File: config.mk
export PLATFORM = sky130hd
export DESIGN_NAME = hpm_sample_ctrl
export DESIGN_NICKNAME = d
export VERILOG_FILES = /design/src/rtl/hpm_sample_ctrl.sv
export SDC_FILE = /design/constraint.sdc
export NUM_CORES = 1
export LEC_CHECK = 0
export BUFFER_PORTS_ARGS = -buffer_cell sky130_fd_sc_hd__buf_2
export CAP_MARGIN = 15
export CORE_MARGIN = 3
export CORE_UTILIZATION = 25
export DETAILED_ROUTE_END_ITERATION = 8
export GPL_TIMING_DRIVEN = 0
export SYNTH_ARGS = -nofsm -noshare
export SYNTH_HDL_FRONTEND = slang
export SYNTH_SLANG_ARGS = --single-unit
File: constraint.sdc
create_clock -name clk_i -period 3.6 [get_ports clk_i]
set_clock_uncertainty 0.1 [all_clocks]
set_input_delay 0.72 -clock clk_i [delete_from_list [all_inputs] [get_ports clk_i]]
set_output_delay 0.72 -clock clk_i [all_outputs]
set_load 0.005 [all_outputs]
File: src/rtl/hpm_sample_ctrl.sv
// Arbiter for the perf_counters port: CSR accesses take strict priority, and a periodic
// sampler scans the MHPM counters into a first-word-fall-through FIFO of {idx, value} records.
module hpm_sample_ctrl #(
  parameter int unsigned NumCounters = 6,
  parameter int unsigned XLEN        = 64,
  parameter int unsigned FifoDepth   = 4,
  parameter int unsigned PeriodWidth = 32
) (
  input  logic                   clk_i,
  input  logic                   rst_i,
  input  logic                   csr_req_i,
  input  logic                   csr_we_i,
  input  logic [11:0]            csr_addr_i,
  input  logic [XLEN-1:0]        csr_wdata_i,
  output logic                   csr_gnt_o,
  output logic                   csr_rvalid_o,
  output logic [XLEN-1:0]        csr_rdata_o,
  output logic [11:0]            perf_addr_o,
  output logic                   perf_we_o,
  output logic [XLEN-1:0]        perf_wdata_o,
  input  logic [XLEN-1:0]        perf_rdata_i,
  input  logic                   sample_en_i,
  input  logic [PeriodWidth-1:0] sample_period_i,
  output logic                   sample_valid_o,
  input  logic                   sample_ready_i,
  output logic [4:0]             sample_idx_o,
  output logic [63:0]            sample_data_o,
  output logic                   scan_busy_o
);

  localparam int unsigned PtrW    = $clog2(FifoDepth);
  localparam int unsigned CntW    = PtrW + 1;
  localparam int unsigned SampleW = 5 + 64;
  localparam bit          TwoReads = (XLEN == 32);
  localparam logic [11:0] AddrLo  = 12'hB03;
  localparam logic [11:0] AddrHi  = 12'hB83;
  localparam logic [4:0]  LastIdx = 5'(NumCounters - 1);

  typedef enum logic [1:0] {StIdle, StWait, StScan} state_e;

  state_e                 state_q, state_d;
  logic [PeriodWidth-1:0] timer_q, timer_d;
  logic [4:0]             idx_q, idx_d;
  logic                   hi_q, hi_d;

  logic [SampleW-1:0]     fifo_mem [FifoDepth];
  logic [PtrW-1:0]        wr_ptr_q, rd_ptr_q;
  logic [CntW-1:0]        count_q;
  logic                   fifo_full, fifo_empty;
  logic                   smp_own, last_read, push, pop;
  logic [63:0]            smp_value;

  assign fifo_full  = (count_q == CntW'(FifoDepth));
  assign fifo_empty = (count_q == '0);
  assign smp_own    = !csr_req_i && (state_q == StScan) && !fifo_full;
  assign last_read  = !TwoReads || hi_q;
  assign push       = smp_own && last_read;
  assign pop        = !fifo_empty && sample_ready_i;

  // Port mux: CSR first, then the sampler (read-only), else idle zeros
  always_comb begin
    csr_gnt_o    = csr_req_i;
    perf_addr_o  = '0;
    perf_we_o    = 1'b0;
    perf_wdata_o = '0;
    if (csr_req_i) begin
      perf_addr_o  = csr_addr_i;
      perf_we_o    = csr_we_i;
      perf_wdata_o = csr_wdata_i;
    end else if (smp_own) begin
      perf_addr_o  = (hi_q ? AddrHi : AddrLo) + 12'(idx_q);
    end
  end

  // CSR read return, one cycle after grant
  always_ff @(posedge clk_i) begin
    if (rst_i) begin
      csr_rvalid_o <= 1'b0;
      csr_rdata_o  <= '0;
    end else begin
      csr_rvalid_o <= csr_req_i && !csr_we_i;
      if (csr_req_i && !csr_we_i) csr_rdata_o <= perf_rdata_i;
    end
  end

  // Narrow ports assemble the record from a held low half plus the live high half
  if (TwoReads) begin : g_x32
    logic [31:0] lo_q;
    always_ff @(posedge clk_i) begin
      if (smp_own && !hi_q) lo_q <= perf_rdata_i;
    end
    assign smp_value = {perf_rdata_i, lo_q};
  end else begin : g_x64
    assign smp_value = perf_rdata_i;
  end

  always_comb begin
    state_d = state_q;
    timer_d = timer_q;
    idx_d   = idx_q;
    hi_d    = hi_q;
    unique case (state_q)
      StIdle: begin
        if (sample_en_i) begin
          state_d = StWait;
          timer_d = sample_period_i;
        end
      end
      StWait: begin
        if (!sample_en_i) begin
          state_d = StIdle;
        end else if (timer_q == '0) begin
          state_d = StScan;
          idx_d   = '0;
          hi_d    = 1'b0;
        end else begin
          timer_d = timer_q - PeriodWidth'(1);
        end
      end
      StScan: begin
        // A scan always runs to completion; enable is only consulted at its end
        if (smp_own) begin
          if (!last_read) begin
            hi_d = 1'b1;
          end else begin
            hi_d = 1'b0;
            if (idx_q == LastIdx) begin
              idx_d = '0;
              if (sample_en_i) begin
                state_d = StWait;
                timer_d = sample_period_i;
              end else begin
                state_d = StIdle;
              end
            end else begin
              idx_d = idx_q + 5'd1;
            end
          end
        end
      end
      default: state_d = StIdle;
    endcase
  end

  always_ff @(posedge clk_i) begin
    if (rst_i) begin
      state_q <= StIdle;
      timer_q <= '0;
      idx_q   <= '0;
      hi_q    <= 1'b0;
    end else begin
      state_q <= state_d;
      timer_q <= timer_d;
      idx_q   <= idx_d;
      hi_q    <= hi_d;
    end
  end

  // Sample FIFO; push already excludes a full FIFO, so a same-cycle pop never makes room
  always_ff @(posedge clk_i) begin
    if (push) fifo_mem[wr_ptr_q] <= {idx_q, smp_value};
  end

  always_ff @(posedge clk_i) begin
    if (rst_i) begin
      wr_ptr_q <= '0;
      rd_ptr_q <= '0;
      count_q  <= '0;
    end else begin
      if (push) wr_ptr_q <= wr_ptr_q + PtrW'(1);
      if (pop)  rd_ptr_q <= rd_ptr_q + PtrW'(1);
      unique case ({push, pop})
        2'b10:   count_q <= count_q + CntW'(1);
        2'b01:   count_q <= count_q - CntW'(1);
        default: count_q <= count_q;
      endcase
    end
  end

  assign sample_valid_o                = !fifo_empty;
  assign {sample_idx_o, sample_data_o} = fifo_mem[rd_ptr_q];
  assign scan_busy_o                   = (state_q == StScan);

endmodule

# [Yosys cells after proc, flatten, opt, wreduce, memory -nomap -nowiden]
# Memories as Yosys holds them, arrays and structs flattened. A register that Yosys moved wholly into a read port is not among the register bits.
# Index checks and enable logic that the tools add are counted.
[classes] addsub=7 n_eq_ne=13 mux=32 n_reduce_logical=17
[ops] cell="32-bit 2-to-1 mux" count=5
[ops] cell="32-bit case mux with 3 select lines" count=1
[ops] cell="64-bit 2-to-1 mux" count=1
[ops] cell="32-bit zero test" count=1
[ops] cell="32-bit by 1-bit subtractor with 32-bit output (second input constant)" count=1
[ops] cell="12-bit 2-to-1 mux" count=2
[ops] cell="5-bit 2-to-1 mux" count=4
[ops] cell="2-bit 2-to-1 mux" count=7
[ops] cell="12-bit by 5-bit adder with 12-bit output" count=1
[ops] cell="5-bit case mux with 2 select lines" count=1
[ops] cell="8-bit 2-to-1 mux" count=1
[ops] cell="2-bit inequality test (second input constant)" count=4
[ops] cell="4-bit AND reduction" count=2
[ops] cell="1-bit 2-to-1 mux" count=7
[ops] cell="2-bit case mux with 3 select lines" count=1
[ops] cell="3-bit case mux with 2 select lines" count=1
[ops] cell="5-bit by 1-bit adder with 5-bit output (second input constant)" count=1
[ops] cell="5-bit by 3-bit equality test with 1-bit output (second input constant)" count=1
[ops] cell="5-bit AND reduction" count=1
[ops] cell="2-bit by 1-bit adder with 2-bit output (second input constant)" count=2
[ops] cell="2-bit by 1-bit equality test with 1-bit output (second input constant)" count=2
[ops] cell="2-bit equality test (second input constant)" count=2
[ops] cell="1-bit logical AND" count=4
[ops] cell="1-bit zero test" count=4
[ops] cell="10 further kinds" count=12
[word_totals] regBits=112 ram_bits=276 output_inout_bits=214 word_cells=79 n_memories=1
[memory_table] memory="fifo_mem" words=4 width=69 rd=1 rd_ports_with_merged_regs=1 wr=1 line_no="46" source="logic [SampleW-1:0] fifo_mem [FifoDepth];"

# [Depth between registers and ports, before layout]
# Gate-level depths: netlist of the first run.
[logic_depth] word_depth=5 depth_mapped=11 ltp_nobuf=9

# [Least setup slack after synthesis of the first run]
# Ideal clock, no wire load.
[synth_timing] kind="input to register" start="input csr_req_i" end="memory fifo_mem[1][0] in the netlist's numbering (enable)" setup_ns=0.435 arrival_time_ns=2.846 required_time_ns=3.065 slack_ns=0.220 cell_stages=3 n_path_buf=1 path_cell_list="a211oi_2 -> clkbuf_1 -> and2_1"
[synth_via] elab_chain_len=5
[synth_lines] element="from (decl)" line_no="11" source="input logic csr_req_i,"
[synth_lines] element="1-bit zero test" line_no="55" source="assign smp_own = !csr_req_i && (state_q == StScan) && !fifo_full;"
[synth_lines] element="1-bit logical AND (2 in a row)" line_no="55"
[synth_lines] element="1-bit 2-to-1 mux" line_no="161" source="if (push) fifo_mem[wr_ptr_q] <= {idx_q, smp_value};"
[synth_lines] element="1-bit 2-to-1 mux (not written as such)" line_no="161"
[synth_lines] element="to (decl)" line_no="46"
# No other way between the ends.

# [Worst setup path after layout of the first run]
[layout_timing] start="register state_q[0]" end="output perf_addr_o[2]"
[layout_via] elab_chain_len=5
[layout_lines] element="from (decl)" line_no="41" source="state_e state_q, state_d;"
[layout_lines] element="from (signal assigned)" line_no="147" source="state_q <= StIdle;"
[layout_lines] element="from (signal assigned)" line_no="152" source="state_q <= state_d;"
[layout_lines] element="2-bit equality test" line_no="55"
[layout_lines] element="1-bit logical AND (2 in a row)" line_no="55"
[layout_lines] element="12-bit 2-to-1 mux" line_no="70" source="end else if (smp_own) begin"
[layout_lines] element="12-bit 2-to-1 mux" line_no="66" source="if (csr_req_i) begin"
[layout_lines] element="to (decl)" line_no="18" source="output logic [11:0] perf_addr_o,"
# No other way between the ends.

==> results of run 1 <==
[per-layer routing]
layer | GRT usage [%] | vias up | routed length (µm)
met5 | 0 | - | 0
met4 | 3.28 | 0 | 903
met3 | 3.81 | 59 | 4350
met2 | 24.1 | 517 | 23200
met1 | 18.3 | 5634 | 19600
li1 | - | 5194 | -
[through the flow]
step / hold slack (ps) / util, % / TNS (ps) / cells
after floorplan: 348 / - / 0 / 1134
after global placement: 339 / 30.3 / -482010 / 2362
after detailed placement: 344 / 30.5 / 0 / 2366
after CTS: 245 / 32.8 / 0 / 2444
after global routing: 254 / 32.8 / 0 / 2444
final: 296 / 32.8 / 0 / 2446
[registers in the layout (all words and copies together) (netlist names), named ones only]
name,flops
fifo_mem,276
csr_rdata_o,64
timer_q,32
idx_q,5
count_q,3
rd_ptr_q,2
state_q,2
wr_ptr_q,2
csr_rvalid_o,1
[critical path, delay by kind of cell, from the launching register on]
family,cells,cell delay (ps)
buffers and inverters,4,880
AO/OA/AOI/OAI,2,650
flip-flops,1,300
AND/OR/NAND/NOR,1,190
[cell usage in the layout (no fill, tap or decap), drive strengths merged, types with 27 or more instances in the layout]
cell and instances:
a21oi 95, and2 78, buf 413, clkbuf 114, dfxtp 113, edfxtp 276, mux4 69, nand2 160
nor2 44, o31ai 27
[cells by family after synthesis]
logic type      Yosys count  share of synthesized area (%)
buf+inv                  96                           2.41
simple gates            362                           11.3
fa+ha+maj                10                          0.841
mux                      70                           9.92
xor+xnor                  8                          0.444
flops                   389                           66.9
compound gates          199                           8.20
[where the power goes]
part / total, mW / switching (mW) / internal [mW]
combinational: 0.716 / 0.448 / 0.268
clock: 4.45 / 1.81 / 2.64
sequential: 4.89 / 0.0467 / 4.84
total: 10.1 / 2.30 / 7.75
[path summary, 6_finish.rpt]
check,to,cells after the start,startpoint
min,fifo_mem[1][62],1,perf_rdata_i[62]
max reg2reg,count_q[2],11,state_q[0]
max,perf_addr_o[2],7,state_q[0]
min reg2reg,csr_rdata_o[18],2,csr_rdata_o[18]
[cell type report]
cell class | instances | share of cell area (%)
clock buffer | 57 | 5.83
inverter | 14 | 0.258
sequential | 389 | 51.8
multi-input combinational | 649 | 23.8
antenna | 2 | 0.0246
tap | 837 | 5.14
clock inverter | 23 | 1.26
buffer | 80 | 1.77
timing repair buffer | 395 | 10.1
==> impl_metrics.json, run 1 <==
{
  "status": "finished clean",
  "insertion_delay_ps": 560,
  "final_nets": 1760,
  "placed_cell_area_um2": 18900,
  "wl_um": 48100,
  "first_iter_violations": 894,
  "end_kind": "primary output",
  "syn_area_per_cell_um2": 13.9,
  "finalHoldViolCount": 0,
  "tightest_slew_ps": 986,
  "ys_warn_count": 0,
  "first_global_vias": 11674,
  "h-tree-depth": 2,
  "ir_worst_vdd_v": 0.000288,
  "firstDrtPassIters": 5,
  "crit_path_max_incr_delay_ps": 360,
  "synth_area_leaders": "edfxtp_1 53%, dfxtp_1 14%, mux4_2 9.9%",
  "max_freq_ghz": 0.295,
  "grt_pass1_wl_um": 72300,
  "num_rows": 91,
  "setup_viol": 0,
  "seqCellArea_um2": 10600,
  "path_clk_slew_ps": 60,
  "design.core.area_um2": 62100,
  "fin_crit_sh_pct": 94.0,
  "yosysTopAreaCell": "edfxtp_1",
  "ios": 392,
  "grt.total_usage_pct": 14.3,
  "slew_headroom_pct": 34.3,
  "die_height_um": 257,
  "start_util_pct": 25.4,
  "yosysSeqAreaShare_pct": 66.9,
  "rsz0062_at_grt": "false",
  "vias": 11404,
  "netlist_top_cells_count": "276 x edfxtp_1, 160 x nand2_1, 113 x dfxtp_1",
  "min_period_ps": 3380,
  "cts_sinks": 389,
  "grt_overflow": 0,
  "min_path_type": "in2reg",
  "cts-resized-gates": 12,
  "clockRootBuffer": "clkbuf_16",
  "arrival_ps": 2560,
  "gp_congestion": 0.915,
  "ys_async_sr_fraction_pct": 0,
  "synth_top_area_share_pct": 52.5,
  "yosysMostFrequentCell": "edfxtp_1",
  "synth_seq_cells": 389,
  "synth_edf_count": 276,
  "power_mw": 10.1,
  "syn_to_final_growth_pct": 29.2,
  "clock_path_buffers": 3,
  "synth_area_um2": 15800,
  "reg2reg_slack_ps": 580,
  "p_per_area_nw_per_um2": 493,
  "cap_violations": 0,
  "p_leak_nw": 7.41,
  "cts_setup_buffers": 0,
  "antenna_found_initial": 1,
  "ant_nets": 0,
  "hpwlAfterDp_um": 34500,
  "die_w_um": 257,
  "start_kind": "flop",
  "worstSetupPathType": "reg2out",
  "final_cell_area_um2": 20400,
  "pre_cts_slack_ps": 80.4,
  "wl_per_cell_um": 19.6,
  "viasPerCell": 4.66,
  "syn_nets": 1322,
  "multi_input_area_um2": 4850,
  "drive_gt1_share_pct": 35.1,
  "drv_slew": 0,
  "crit_slowest_cell": "o21ai_0",
  "synthDistinctLibCells": 55,
  "critPathRequiredTime_ps": 2780,
  "grt_max_degree": 52,
  "crit_top_cell": "buf_2",
  "drc": 0,
  "path_cells": "buf_2, nand2b_1, a211oi_2, inv_1, clkbuf_1, o21ai_0, buf_2",
  "cts_tree": "done",
  "ys.flop_type": "edfxtp_1",
  "fillCellCount": 6207,
  "hold_buffers": 0,
  "cts_buffers": 43,
  "port_buffers": 391,
  "synthCells": 1134,
  "crit_fanout": 10,
  "fp.dieArea_um2": 66100,
  "setup_slack_ps": 215
}
(Power assumes the default switching activity.)
==> inputs of run 2 (changes only) <==
Clock period 3.6 ns to 3.55 ns, I/O delays scaled along.
==> run 2 against run 1 <==
Against the previous run:
- sequential power increased by 1%
- setup slack got worse by 35 ps
- utilization is essentially flat
- first-iteration DRC count shrank 12%
- sequential share of layout area about the same
- critical endpoint unchanged
==> impl_metrics.json, run 2 (same netlist as run 1, synthesis figures left out) <==
{
  "top_register": "fifo_mem",
  "r2r_cells": 11,
  "h-tree-depth": 2,
  "min_period_ps": 3370,
  "vias": 11443,
  "antenna_found_initial": 1,
  "cts_sinks": 389,
  "end_kind": "primary output",
  "cp.depth": 7,
  "final_nets": 1761,
  "die_w_um": 257,
  "hold_slack_ps": 284,
  "p_per_area_nw_per_um2": 500,
  "insertion_delay_ps": 560,
  "cts_tree": "done",
  "syn_to_final_growth_pct": 29.3,
  "grt_max_degree": 52,
  "slew_headroom_pct": 34.1,
  "design.core.area_um2": 62100,
  "hold_depth": 1,
  "min_path_type": "in2reg",
  "wl_per_cell_um": 19.7,
  "drc": 0,
  "crit_path_max_incr_delay_ps": 360,
  "port_buffers": 391,
  "fin_crit_sh_pct": 94.9,
  "max_freq_ghz": 0.297,
  "crit_fanout": 10,
  "layout_commonest_cell": "buf_2",
  "drv_slew": 0,
  "arrival_ps": 2560,
  "crit_slowest_cell": "o21ai_0",
  "holdPathEnd": "fifo_mem[1][62]",
  "ios": 392,
  "hold_start": "perf_rdata_i[62]",
  "gp_congestion": 0.915,
  "cap_violations": 0,
  "start_util_pct": 25.4,
  "reg2reg_slack_ps": 540,
  "cts_buffers": 43,
  "clockRootBuffer": "clkbuf_16",
  "dpl.cell_count": 2366,
  "start_kind": "flop",
  "rr_endpoint": "count_q[2]",
  "num_rows": 91,
  "finalHoldViolCount": 0,
  "fillCellCount": 6205,
  "crit_top_cell": "buf_2",
  "fp.dieArea_um2": 66100,
  "clock_path_buffers": 3,
  "setup_viol": 0,
  "wl_um": 48100,
  "critPathRequiredTime_ps": 2740,
  "layout_common_cells": "399 x buf_2, 276 x edfxtp_1, 160 x nand2_1",
  "worst-path-buf-inv": 4,
  "grt_pass1_wl_um": 72400,
  "status": "finished clean",
  "largest_reg_flops": 276,
  "p_leak_nw": 7.42,
  "ant_nets": 0,
  "path_delay_family": "buffers and inverters",
  "first_iter_violations": 786,
  "worstSetupPathType": "reg2out",
  "drive_gt1_share_pct": 35.1,
  "grt.total_usage_pct": 14.3,
  "grt_overflow": 0,
  "path_cells": "buf_2, nand2b_1, a211oi_2, inv_1, clkbuf_1, o21ai_0, buf_2",
  "die_height_um": 257,
  "rsz0062_at_grt": "false",
  "firstDrtPassIters": 6,
  "cts_setup_buffers": 0,
  "layout.cells.non_filler": 2448,
  "hpwlAfterDp_um": 34500,
  "first_global_vias": 11661,
  "ir_worst_vdd_v": 0.000291,
  "rr_startpoint": "state_q[0]",
  "path_clk_slew_ps": 60,
  "reg_top3": "fifo_mem x276, csr_rdata_o x64, timer_q x32",
  "viasPerCell": 4.67,
  "tightest_slew_ps": 988
}
[run 2: cell count changes in the layout (fill, tap and decap cells not counted), sizes merged]
cell | previous run | this run
buf | 413 | 414
diode | 2 | 3
[run 2: worst max path at each step]
| stage | startpoint | endpoint | slack [ps] |
|---|---|---|---|
| 2_1_floorplan | csr_req_i | fifo_mem[1][0] | 180 |
| 3_3_place_gp | csr_req_i | fifo_mem[0][44] | -1830 |
| 3_5_place_dp | csr_req_i | perf_addr_o[5] | 50 |
| 4_1_cts | flop | sample_idx_o[0] | 40 |
| 5_1_grt | state_q[0] | perf_addr_o[2] | 20 |
| 6_report | state_q[0] | perf_addr_o[2] | 180 |
[run 2: per-layer routing]
metal  track usage (%)  routed length, µm
met1              18.3              19700
met2              24.1              23200
met3              3.81               4280
met4              3.28                887
met5                 0                  0
[run 2: final cells by class]
cell class | instances | area [µm²] | area share, %
Antenna cell | 3 | 7.51 | 0.0368
Buffer | 81 | 373 | 1.83
Clock buffer | 57 | 1190 | 5.83
Clock inverter | 23 | 258 | 1.26
Inverter | 14 | 52.6 | 0.258
Multi-Input combinational cell | 649 | 4850 | 23.8
Sequential cell | 389 | 10600 | 51.7
Tap cell | 837 | 1050 | 5.13
Timing Repair Buffer | 395 | 2070 | 10.1
[run 2: power breakdown]
group	switching (mW)	leakage, nW	internal, mW
Combinational	0.453	3.28	0.272
Clock	1.84	0.714	2.68
Sequential	0.0470	3.42	4.91
[run 2: repair_timing]
item | 4_1_cts | 5_1_grt
setup endpoints to repair | 60 | 9
gates cloned | 0 | 0
endpoints found under the hold margin | 0 | 0
resized for setup | 13 | 3
hold buffers | 0 | 0
[run 2: per-stage QoR]
stage	TNS (ps)	total power, mW	utilization, %	cell area (µm²)	setup WS, ps
global route	0	10.6	32.9	20400	16.4
CTS	0	10.3	32.8	20400	39.4
floorplan	0	5.39	-	15800	180
finish	0	10.2	32.9	20400	180
detailed placement	0	5.77	30.5	18900	50.4
global placement	-493050	5.76	30.3	18800	-1830
==> inputs of run 3 (changes only) <==
Settings changed: BUFFER_PORTS_ARGS -buffer_cell sky130_fd_sc_hd__buf_2 to -buffer_cell sky130_fd_sc_hd__buf_4, SLEW_MARGIN set to 25.
Clock period 3.55 ns to 3.9 ns, I/O delays scaled along.
==> run 3 against run 2 <==
Against the previous run:
- utilization rose by 1.6 points
- via count decreased by 0.33%
- die area is the same
- count of clock-buffer cells in the layout increased by 5
- highest routed layer is now met5
==> impl_metrics.json, run 3 (same netlist as run 1, synthesis figures left out) <==
{
  "final_cell_area_um2": 21400,
  "ant_nets": 0,
  "rr_startpoint": "state_q[0]",
  "cts_buffers": 44,
  "syn_to_final_growth_pct": 35.5,
  "hold_start": "perf_rdata_i[8]",
  "finalHoldViolCount": 0,
  "clockRootBuffer": "clkbuf_16",
  "wl_met2_um": 23900,
  "layout_commonest_cell": "buf_4",
  "die_w_um": 257,
  "min_period_ps": 3670,
  "reg_top3": "fifo_mem x276, csr_rdata_o x64, timer_q x32",
  "min_path_type": "in2reg",
  "arrival_ps": 2790,
  "fp.dieArea_um2": 66100,
  "grt_overflow": 0,
  "rsz0062_at_grt": "false",
  "placed_cell_area_um2": 19900,
  "power_mw": 9.50,
  "port_buffers": 391,
  "wl_um": 49400,
  "drv_slew": 0,
  "cap_violations": 0,
  "top_layer": "met5",
  "setup_viol": 0,
  "p_per_area_nw_per_um2": 444,
  "start_util_pct": 25.4,
  "drc": 0,
  "end_kind": "primary output",
  "drive_gt1_share_pct": 34.9,
  "gp_congestion": 0.911,
  "die_height_um": 257,
  "insertion_delay_ps": 540,
  "path_clk_slew_ps": 60,
  "clock_path_buffers": 3,
  "cts_setup_buffers": 0,
  "hold_buffers": 0,
  "cts_sinks": 389,
  "holdPathEnd": "fifo_mem[2][8]",
  "wl_met1_um": 20600,
  "ios": 392,
  "firstDrtPassIters": 5,
  "vias": 11405,
  "viasPerCell": 4.66,
  "grt.total_usage_pct": 14.5,
  "first_global_vias": 11864,
  "r2r_cells": 11,
  "max_freq_ghz": 0.273,
  "num_rows": 91,
  "critPathRequiredTime_ps": 3020,
  "wl_met3_um": 3940,
  "largest_reg_flops": 276,
  "p_leak_nw": 7.66,
  "first_iter_violations": 748,
  "hpwlAfterDp_um": 35700,
  "grt_max_degree": 39,
  "start_kind": "flop",
  "h-tree-depth": 2,
  "hold_depth": 1,
  "design.core.area_um2": 62100,
  "cts_tree": "done",
  "status": "finished clean",
  "ir_worst_vdd_v": 0.000243,
  "crit_fanout": 10,
  "top_register": "fifo_mem",
  "final_nets": 1764,
  "antenna_found_initial": 3,
  "worstSetupPathType": "reg2out",
  "tightest_slew_ps": 935,
  "slew_headroom_pct": 37.7,
  "fin_util_pct": 34.5,
  "layout_common_cells": "393 x buf_4, 276 x edfxtp_1, 160 x nand2_1",
  "rr_endpoint": "count_q[2]",
  "reg2reg_slack_ps": 960,
  "wl_per_cell_um": 20.2,
  "grt_pass1_wl_um": 73400,
  "fin_crit_sh_pct": 94.1
}
==> run 3: changes by cell type in the layout (fill, tap and decap cells not counted), moves of 3 or more <==
cell	delta
buf_1	+5
buf_4	+390
clkbuf_1	+4
clkdlybuf4s15_2	-5
buf_2	-390
clkinv_1	-3
==> run 3: worst max-delay path, cell delays in order, from the launching register on <==
cell	delay, ps
dfxtp_1	310
clkbuf_1	310
clkbuf_2	460
buf_1	570
mux4_2	440
buf_4	160
==> run 3: worst max path at each step <==
stage                          from                end  slack (ps)  cells past startpoint
final                          flop  sample_data_o[59]         230                      5
after global routing           flop  sample_data_o[59]          50                      5
after CTS                      flop  sample_data_o[59]          30                      5
after detailed placement  csr_req_i     perf_addr_o[5]         320                      6
after global placement    csr_req_i    fifo_mem[2][21]       -1460                      4
after floorplan           csr_req_i     fifo_mem[1][0]         460                      3
==> run 3: cell type report <==
cell class              count  area (µm²)
flip-flops and latches    389       10600
clock buffers              62        1250
well taps                 837        1050
fillers                  6095       40700
repair buffers            396        3040
plain buffers              82         333
multi-input cells         649        4850
inverters                  14        52.6
diodes                      1        2.50
clock inverters            19         249
==> run 3: report_power, final <==
group	switching, mW	total, mW	internal (mW)
clock network	1.66	4.23	2.58
registers	0.0457	4.51	4.47
logic	0.419	0.754	0.335
==> run 3: routing by layer <==
layer	track usage [%]	vias to the layer above
met2	24.6	468
met5	0	-
met4	3.18	4
met1	18.4	5675
met3	4.00	68
li1	-	5190
==> run 3: what timing repair did <==
item,4_1_cts,5_1_grt
gates cloned,0,0
endpoints found under the setup margin,10,10
gates resized for setup,1,1
==> run 3: stage by stage <==
stage               worst slack (ps)  hold slack, ps  cells  TNS (ps)
floorplan                        460             348   1134         0
finish                           231             340   2449         0
detailed placement               316             349   2367         0
global route                    52.6             296   2448         0
CTS                             34.9             290   2448         0
global placement               -1460             342   2362   -392320
